## src/rtl/cfu_mac_sequencer.sv

```systemverilog
// rtl/cfu_mac_sequencer.sv - sequences set-offset, clear and accumulate commands to a CFU MAC per job
// One MAC command is outstanding at a time; the last accumulate/clear response is the job result.
module cfu_mac_sequencer #(
    parameter int LEN_W = 8
) (
    input  logic             i_clk,
    input  logic             i_rst_n,
    input  logic             i_job_valid,
    output logic             o_job_ready,
    input  logic [31:0]      i_job_offset,
    input  logic [LEN_W-1:0] i_job_len,
    input  logic             i_op_valid,
    output logic             o_op_ready,
    input  logic [15:0]      i_op_data,
    output logic             o_res_valid,
    input  logic             i_res_ready,
    output logic [31:0]      o_res_data,
    output logic             o_cfu_cmd_valid,
    input  logic             i_cfu_cmd_ready,
    output logic [9:0]       o_cfu_function_id,
    output logic [31:0]      o_cfu_inputs_0,
    output logic [31:0]      o_cfu_inputs_1,
    input  logic             i_cfu_rsp_valid,
    output logic             o_cfu_rsp_ready,
    input  logic [31:0]      i_cfu_rsp_data,
    output logic             o_busy,
    output logic [15:0]      o_jobs_done
);

    typedef enum logic [2:0] {
        S_IDLE, S_OFS_CMD, S_OFS_RSP, S_CLR_CMD, S_CLR_RSP, S_ACC_CMD, S_ACC_RSP, S_DONE
    } state_t;

    localparam logic [9:0] FN_SET_OFS = 10'h013;
    localparam logic [9:0] FN_CLEAR   = 10'h00B;
    localparam logic [9:0] FN_MAC     = 10'h003;

    state_t           r_state;
    state_t           w_next;
    logic [31:0]      r_offset;
    logic [LEN_W-1:0] r_remaining;
    logic [31:0]      r_result;
    logic [15:0]      r_jobs_done;

    logic w_job_hs;
    logic w_cmd_hs;
    logic w_rsp_hs;
    logic w_res_hs;
    logic w_rem_zero;

    assign w_job_hs   = i_job_valid && o_job_ready;
    assign w_cmd_hs   = o_cfu_cmd_valid && i_cfu_cmd_ready;
    assign w_rsp_hs   = i_cfu_rsp_valid && o_cfu_rsp_ready;
    assign w_res_hs   = o_res_valid && i_res_ready;
    assign w_rem_zero = (r_remaining == '0);

    always_ff @(posedge i_clk or negedge i_rst_n) begin
        if (!i_rst_n) begin
            r_state <= S_IDLE;
        end else begin
            r_state <= w_next;
        end
    end

    always_comb begin
        w_next = r_state;
        case (r_state)
            S_IDLE:    if (w_job_hs) w_next = S_OFS_CMD;
            S_OFS_CMD: if (w_cmd_hs) w_next = S_OFS_RSP;
            S_OFS_RSP: if (w_rsp_hs) w_next = S_CLR_CMD;
            S_CLR_CMD: if (w_cmd_hs) w_next = S_CLR_RSP;
            S_CLR_RSP: if (w_rsp_hs) w_next = w_rem_zero ? S_DONE : S_ACC_CMD;
            S_ACC_CMD: if (w_cmd_hs) w_next = S_ACC_RSP;
            S_ACC_RSP: if (w_rsp_hs) w_next = w_rem_zero ? S_DONE : S_ACC_CMD;
            S_DONE:    if (w_res_hs) w_next = S_IDLE;
            default:   w_next = S_IDLE;
        endcase
    end

    // job_ready is gated by reset so it stays low while reset is held.
    always_comb begin
        o_job_ready       = 1'b0;
        o_op_ready        = 1'b0;
        o_res_valid       = 1'b0;
        o_cfu_cmd_valid   = 1'b0;
        o_cfu_function_id = 10'h000;
        o_cfu_inputs_0    = 32'h0;
        o_cfu_inputs_1    = 32'h0;
        o_cfu_rsp_ready   = 1'b0;
        case (r_state)
            S_IDLE: o_job_ready = i_rst_n;
            S_OFS_CMD: begin
                o_cfu_cmd_valid   = 1'b1;
                o_cfu_function_id = FN_SET_OFS;
                o_cfu_inputs_0    = r_offset;
            end
            S_CLR_CMD: begin
                o_cfu_cmd_valid   = 1'b1;
                o_cfu_function_id = FN_CLEAR;
            end
            S_ACC_CMD: begin
                o_cfu_cmd_valid   = i_op_valid;
                o_op_ready        = i_cfu_cmd_ready;
                o_cfu_function_id = FN_MAC;
                o_cfu_inputs_0    = {24'h0, i_op_data[15:8]};
                o_cfu_inputs_1    = {24'h0, i_op_data[7:0]};
            end
            S_OFS_RSP, S_CLR_RSP, S_ACC_RSP: o_cfu_rsp_ready = 1'b1;
            S_DONE: o_res_valid = 1'b1;
            default: ;
        endcase
    end

    always_ff @(posedge i_clk or negedge i_rst_n) begin
        if (!i_rst_n) begin
            r_offset    <= 32'h0;
            r_remaining <= '0;
            r_result    <= 32'h0;
            r_jobs_done <= 16'h0;
        end else begin
            if (w_job_hs) begin
                r_offset    <= i_job_offset;
                r_remaining <= i_job_len;
            end
            if (r_state == S_ACC_CMD && w_cmd_hs) begin
                r_remaining <= r_remaining - LEN_W'(1);
            end
            if (w_rsp_hs && r_state != S_OFS_RSP) begin
                r_result <= i_cfu_rsp_data;
            end
            if (w_res_hs) begin
                r_jobs_done <= r_jobs_done + 16'd1;
            end
        end
    end

    assign o_res_data  = r_result;
    assign o_busy      = (r_state != S_IDLE);
    assign o_jobs_done = r_jobs_done;

endmodule

```

## config.mk

```make
export PLATFORM = sky130hd
export DESIGN_NAME = cfu_mac_sequencer
export DESIGN_NICKNAME = d
export VERILOG_FILES = /design/src/rtl/cfu_mac_sequencer.sv
export SDC_FILE = /design/constraint.sdc
export NUM_CORES = 1
export LEC_CHECK = 0
export ABC_AREA = 0
export CAP_MARGIN = 10
export CELL_PAD_IN_SITES_DETAIL_PLACEMENT = 2
export CELL_PAD_IN_SITES_GLOBAL_PLACEMENT = 2
export CORE_ASPECT_RATIO = 0.5
export CORE_MARGIN = 2
export CORE_UTILIZATION = 25
export DETAILED_ROUTE_END_ITERATION = 7
export HOLD_SLACK_MARGIN = 0.05
export PLACE_DENSITY = 0.92
export SLEW_MARGIN = 15
export SYNTH_ARGS = -nofsm -noshare
export SYNTH_HDL_FRONTEND = slang
export SYNTH_SLANG_ARGS = --single-unit
```

## constraint.sdc

```tcl
create_clock -name i_clk -period 4.6 [get_ports i_clk]
set_input_delay 0.92 -clock i_clk [delete_from_list [all_inputs] [get_ports i_clk]]
set_output_delay 0.92 -clock i_clk [all_outputs]
set_load 0.005 [all_outputs]
```

# ---- Word level (Yosys, flattened, before mapping)
# Index checks and enable logic that the tools add are counted.
dict set report op_classes {
  add_sub_neg 2
  mul 0
  div 0
  n_lt_le_gt_ge 0
  eq_ne 15
  n_shift 0
  mux 19
  bitwise_logic 0
  n_reduce_logical 14
}
# operator n
set op_table {}
lappend op_table {{$pmux 32 s2} 1}
lappend op_table {{$mux 8} 3}
lappend op_table {{$mux 3} 7}
lappend op_table {{$pmux 3 s7} 1}
lappend op_table {{$add 16x1->16 const B} 1}
lappend op_table {{$pmux 5 s3} 1}
lappend op_table {{$eq 3x3->1 const B} 4}
lappend op_table {{$ne 2x2->1 const B} 6}
lappend op_table {{$logic_not 8->1} 1}
lappend op_table {{$sub 8x1->8 const B} 1}
lappend op_table {{$reduce_and 7->1} 1}
lappend op_table {{$eq 3x2->1 const B} 2}
lappend op_table {{$logic_and 1x1->1} 6}
lappend op_table {{$mux 1} 4}
lappend op_table {{$reduce_or 2->1} 2}
lappend op_table {{$eq 3x1->1 const B} 1}
lappend op_table {{$logic_not 3->1} 1}
lappend op_table {{$ne 3x2->1 const B} 1}
lappend op_table {{$reduce_bool 3->1} 1}
lappend op_table {{$reduce_or 3->1} 1}
lappend op_table {{$mux 2} 1}
lappend op_table {{$ne 2x1->1 const B} 1}
lappend op_table {{$pmux 1 s2} 1}
lappend op_table {{$reduce_bool 2->1} 1}
dict set report totals {
  regBits 91
  latchBits 0
  mem_bits_rw 0
  rom_bits 0
  input_bits 95
  output_inout_bits 128
  wordCells 55
  mem_count 0
}

# ---- Longest topological paths before layout
dict set report depth {
  ltp_word 6
  ltp_mapped 7
  depth_no_buf 6
}

# ---- Worst setup path after synthesis
# No wires, ideal clock.
dict set report synth_timing {
  path_kind {input-to-output}
  from {in i_rst_n}
  to {out o_job_ready}
  t_arrival_ns 1.476
  required_ns 3.680
  setup_slack_ns 2.204
  stages 2
  path_cell_list {or4b_4 > inv_1}
}
dict set report synth_via {
  elab_chain_cells 1
}
# item line
set synth_rtl {}
lappend synth_rtl {{start: declaration} 7} ;# input logic i_rst_n,
lappend synth_rtl {{$mux 1} 90} ;# case (r_state)
lappend synth_rtl {{end: declaration} 9} ;# output logic o_job_ready,
# Every way passes these cells.

# ---- Final worst setup path
dict set report layout_timing {
  from {reg r_state[2]}
  to {out o_cfu_inputs_0[5]}
}
dict set report layout_via {
  elab_chain_cells 2
  word_cells_on_any_way 3
  classes_between {2 x eq/ne; 1 x mux}
}
# item line
set layout_rtl {}
lappend layout_rtl {{start: declaration} 38} ;# state_t r_state;
lappend layout_rtl {{start signal: assignment} 61} ;# r_state <= w_next;
lappend layout_rtl {{$eq 3x3->1 / $eq 3x1->1 (equally long branches)} 90}
lappend layout_rtl {{$pmux 32 s2 *} 90}
lappend layout_rtl {{end: declaration} 21} ;# output logic [31:0] o_cfu_inputs_0,
# Every way passes the cells marked *; elsewhere a longest branch is shown, timed or not.

==> results.txt <==
WP data required: 3.68 ns
fin nets: 721
Final Worst Setup Slack: 1.03 ns
number of global-route vias before repair: 4474
dpl ws: 1.35 ns
Crit Path Class: register to primary output
Max-Slew Margin vs Limit: 32.9%
row cnt: 34
Synth Register Bits: 91
Reg power frac: 38.9%
maximum clock insertion buffer count: 2
largest family of logic cells by synthesized area: simple AND/OR/NAND/NOR gates
clk_skew: 0.00486 ns
first-pass GRT wire length: 26.5 mm
initial DRC count: 96
leakage power: 3.00 nW
non-filler cells, final: 862
CTS tree: done
Hold Crit Class: input port to async pin
design area: 6720 sq um
Tcrit/Tclk final: 77.5%
GRT Total Usage: 18.2%
DIE AREA: 18800 sq um
count of final hold-check violations: 0
worst path arrival time: 2.65 ns
Setup crit end kind: primary output
Core ar.: 17300 sq um
maximum vdd drop: 0.000194 V
Pwr per Cell Area: 536 nW/um^2
synthesized area: 4410 sq um
status: finished clean
Post-Synth Simple-Gate Area: 22.0%
Sw Share: 34.0%
P&R area growth vs syn: 52.5%
Max Cap Viol: 0
Seq/Total Area, Yosys: 51.7%
Net Sw Power: 0.00122 W
Clk pwr share: 19.5%
Yosys warning count: 0
vias per inst: 4.53
EDFF count, synth: 0
via count: 3909
fin. max-slew vios: 0
Combinational Power Share: 41.6%
Compound-Gate Fraction of Synth Area: 5.51%
Syn Area/Cell: 10.1 sq um
most common cell after layout, fill and taps aside: clkdlybuf4s50_1
area leader, netlist: dfrtp_1
initial antenna violation count: 1
Tmin final: 3.57 ns
clk_lat worst skew: 0.34 ns
most frequent cells in the layout: clkdlybuf4s50_1 (191), nand2_1 (110), dfrtp_1 (91)
drt pass-1 iters: 4
top cell type's share of synthesized area: 51.7%
Placement Cell Area: 6440 sq um
DRC viols: 0
Internal Power: 0.00238 W
layout cell share with drive strength beyond 1: 10.2%
xor/xnor cell area share of the yosys netlist: 2.98%
Slew @ Worst Pin: 1.01 ns
H-tree lvl count: 3
die width: 192 um
wirelength, routed: 16.7 mm
CTS root buffer: clkbuf_16
Remaining Overflow, GRT: 0
# setup viols final: 0
Port Buffers: 192
f_max: 280 MHz
critical path fanouts, max: 19
IO Pins: 223
Placed Cells: 846
antenna viol nets, final: 0
Synth Flop Type: dfrtp_1
Chip Height: 97.9 um
CP Launch Type: register
Sum Neg Setup Slack: 0 ns
Synth Instances: 437
HPWL after DPL: 12.2 mm
hold_buf cts: 0
Wirelength per Cell: 19.4 um
mux share of post-synthesis cell area: 8.77%
CTS Sinks: 91
setup bufs post-CTS: 0
gpl congestion: 0.736
initial core utilization: 25.5%
Synth async-reset ratio: 100%
cts repair resizes: 0
total CTS buffers: 9
Final Util: 38.8%
fraction of the mapped netlist area in adder cells: 0.852%
post-synthesis cell type count: 46
RSZ-0062 raised after global routing: no
Synth area leaders: dfrtp_1 (52%), nand2_1 (9.4%), mux2_2 (8.4%), buf_4 (5.6%), and3_1 (3.7%)
largest net degree at the start of global routing: 75
Clk pin slew, worst setup/hold paths: 0.06 ns
==> synthesized netlist by cell type, types with 3 or more instances <==
| cell | count |
|---|---|
| buf_4 | 33 |
| nor3_1 | 7 |
| mux2_2 | 33 |
| xor2_1 | 4 |
| dfrtp_1 | 91 |
| a31oi_1 | 3 |
| clkbuf_1 | 9 |
| xnor2_1 | 11 |
| inv_1 | 9 |
| a21oi_1 | 8 |
| nand4_1 | 9 |
| ha_1 | 3 |
| and3_1 | 26 |
| buf_2 | 9 |
| and2_1 | 10 |
| nand3_1 | 8 |
| a22o_1 | 8 |
| o21ai_0 | 3 |
| nand2_1 | 110 |
| nor2_1 | 13 |
==> stage by stage <==
stage	hold slack (ns)	power (W)
final	0.459	0.00361
after global routing	0.457	0.00386
after CTS	0.456	0.00366
after detailed placement	0.462	0.00291
after global placement	0.450	0.00278
after floorplan	0.437	0.00203
==> power groups by stage <==
stage	registers (W)	logic, W	clock network, W
floorplan	0.00131	0.000713	0
global placement	0.00136	0.00142	0
detailed placement	0.00141	0.00150	0
CTS	0.00141	0.00152	0.000730
global route	0.00145	0.00164	0.000770
finish	0.00140	0.00150	0.000704
==> final timing paths <==
kind | end | startpoint | slack [ns] | cells past startpoint
max | o_cfu_inputs_0[5] | r_state[2] | 1.03 | 3
min | r_offset[0] | i_rst_n | 0.46 | 1
max reg2reg | r_remaining[3] | r_state[2] | 2.05 | 4
min reg2reg | r_offset[13] | r_offset[13] | 0.47 | 2
max in group asynchronous | o_jobs_done[6] | i_rst_n | 2.84 | 2
min in group i_clk | r_offset[13] | r_offset[13] | 0.47 | 2
==> final cells by class <==
type	instances	area [sq um]
repair buffers	197	1960
fillers	1854	10600
well taps	234	293
clock inverters	4	26.3
diodes	1	2.50
flip-flops and latches	91	2280
multi-input cells	315	1880
inverters	9	33.8
clock buffers	11	253
==> worst max-delay path, cell delays in order (launching register included) <==
cell             delay [ns]
dfrtp_1                0.75
and3b_1                0.76
a22o_1                 0.29
clkdlybuf4s50_1        0.51
==> registers in the layout, summed over array words and instances, names as in the netlist <==
register and cells:
r_remaining 8, r_state 3, o_jobs_done 16, r_offset 32, o_res_data 32
==> cell families (layout without fill, tap and decap cells) <==
kind of cell,Yosys count,after routing
adder cells (fa/ha/maj),3,3
buffers and inverters,60,221
AO/OA/AOI/OAI,33,33
AND/OR/NAND/NOR,200,200
other,1,31
XOR/XNOR,15,15
flip-flops,91,91
multiplexers,34,34
==> routing by layer <==
layer / global-route usage [%] / part of all wire [%] / vias to the layer above / wire (um)
li1: - / - / 1782 / -
met1: 20.7 / 39 / 1999 / 6460
met2: 34.9 / 56 / 97 / 9290
met3: 2.91 / 3.0 / 31 / 507
met4: 5.68 / 2.8 / 0 / 460
met5: 0 / 0 / - / 0
No activity file was read; power rests on OpenSTA's default activity.
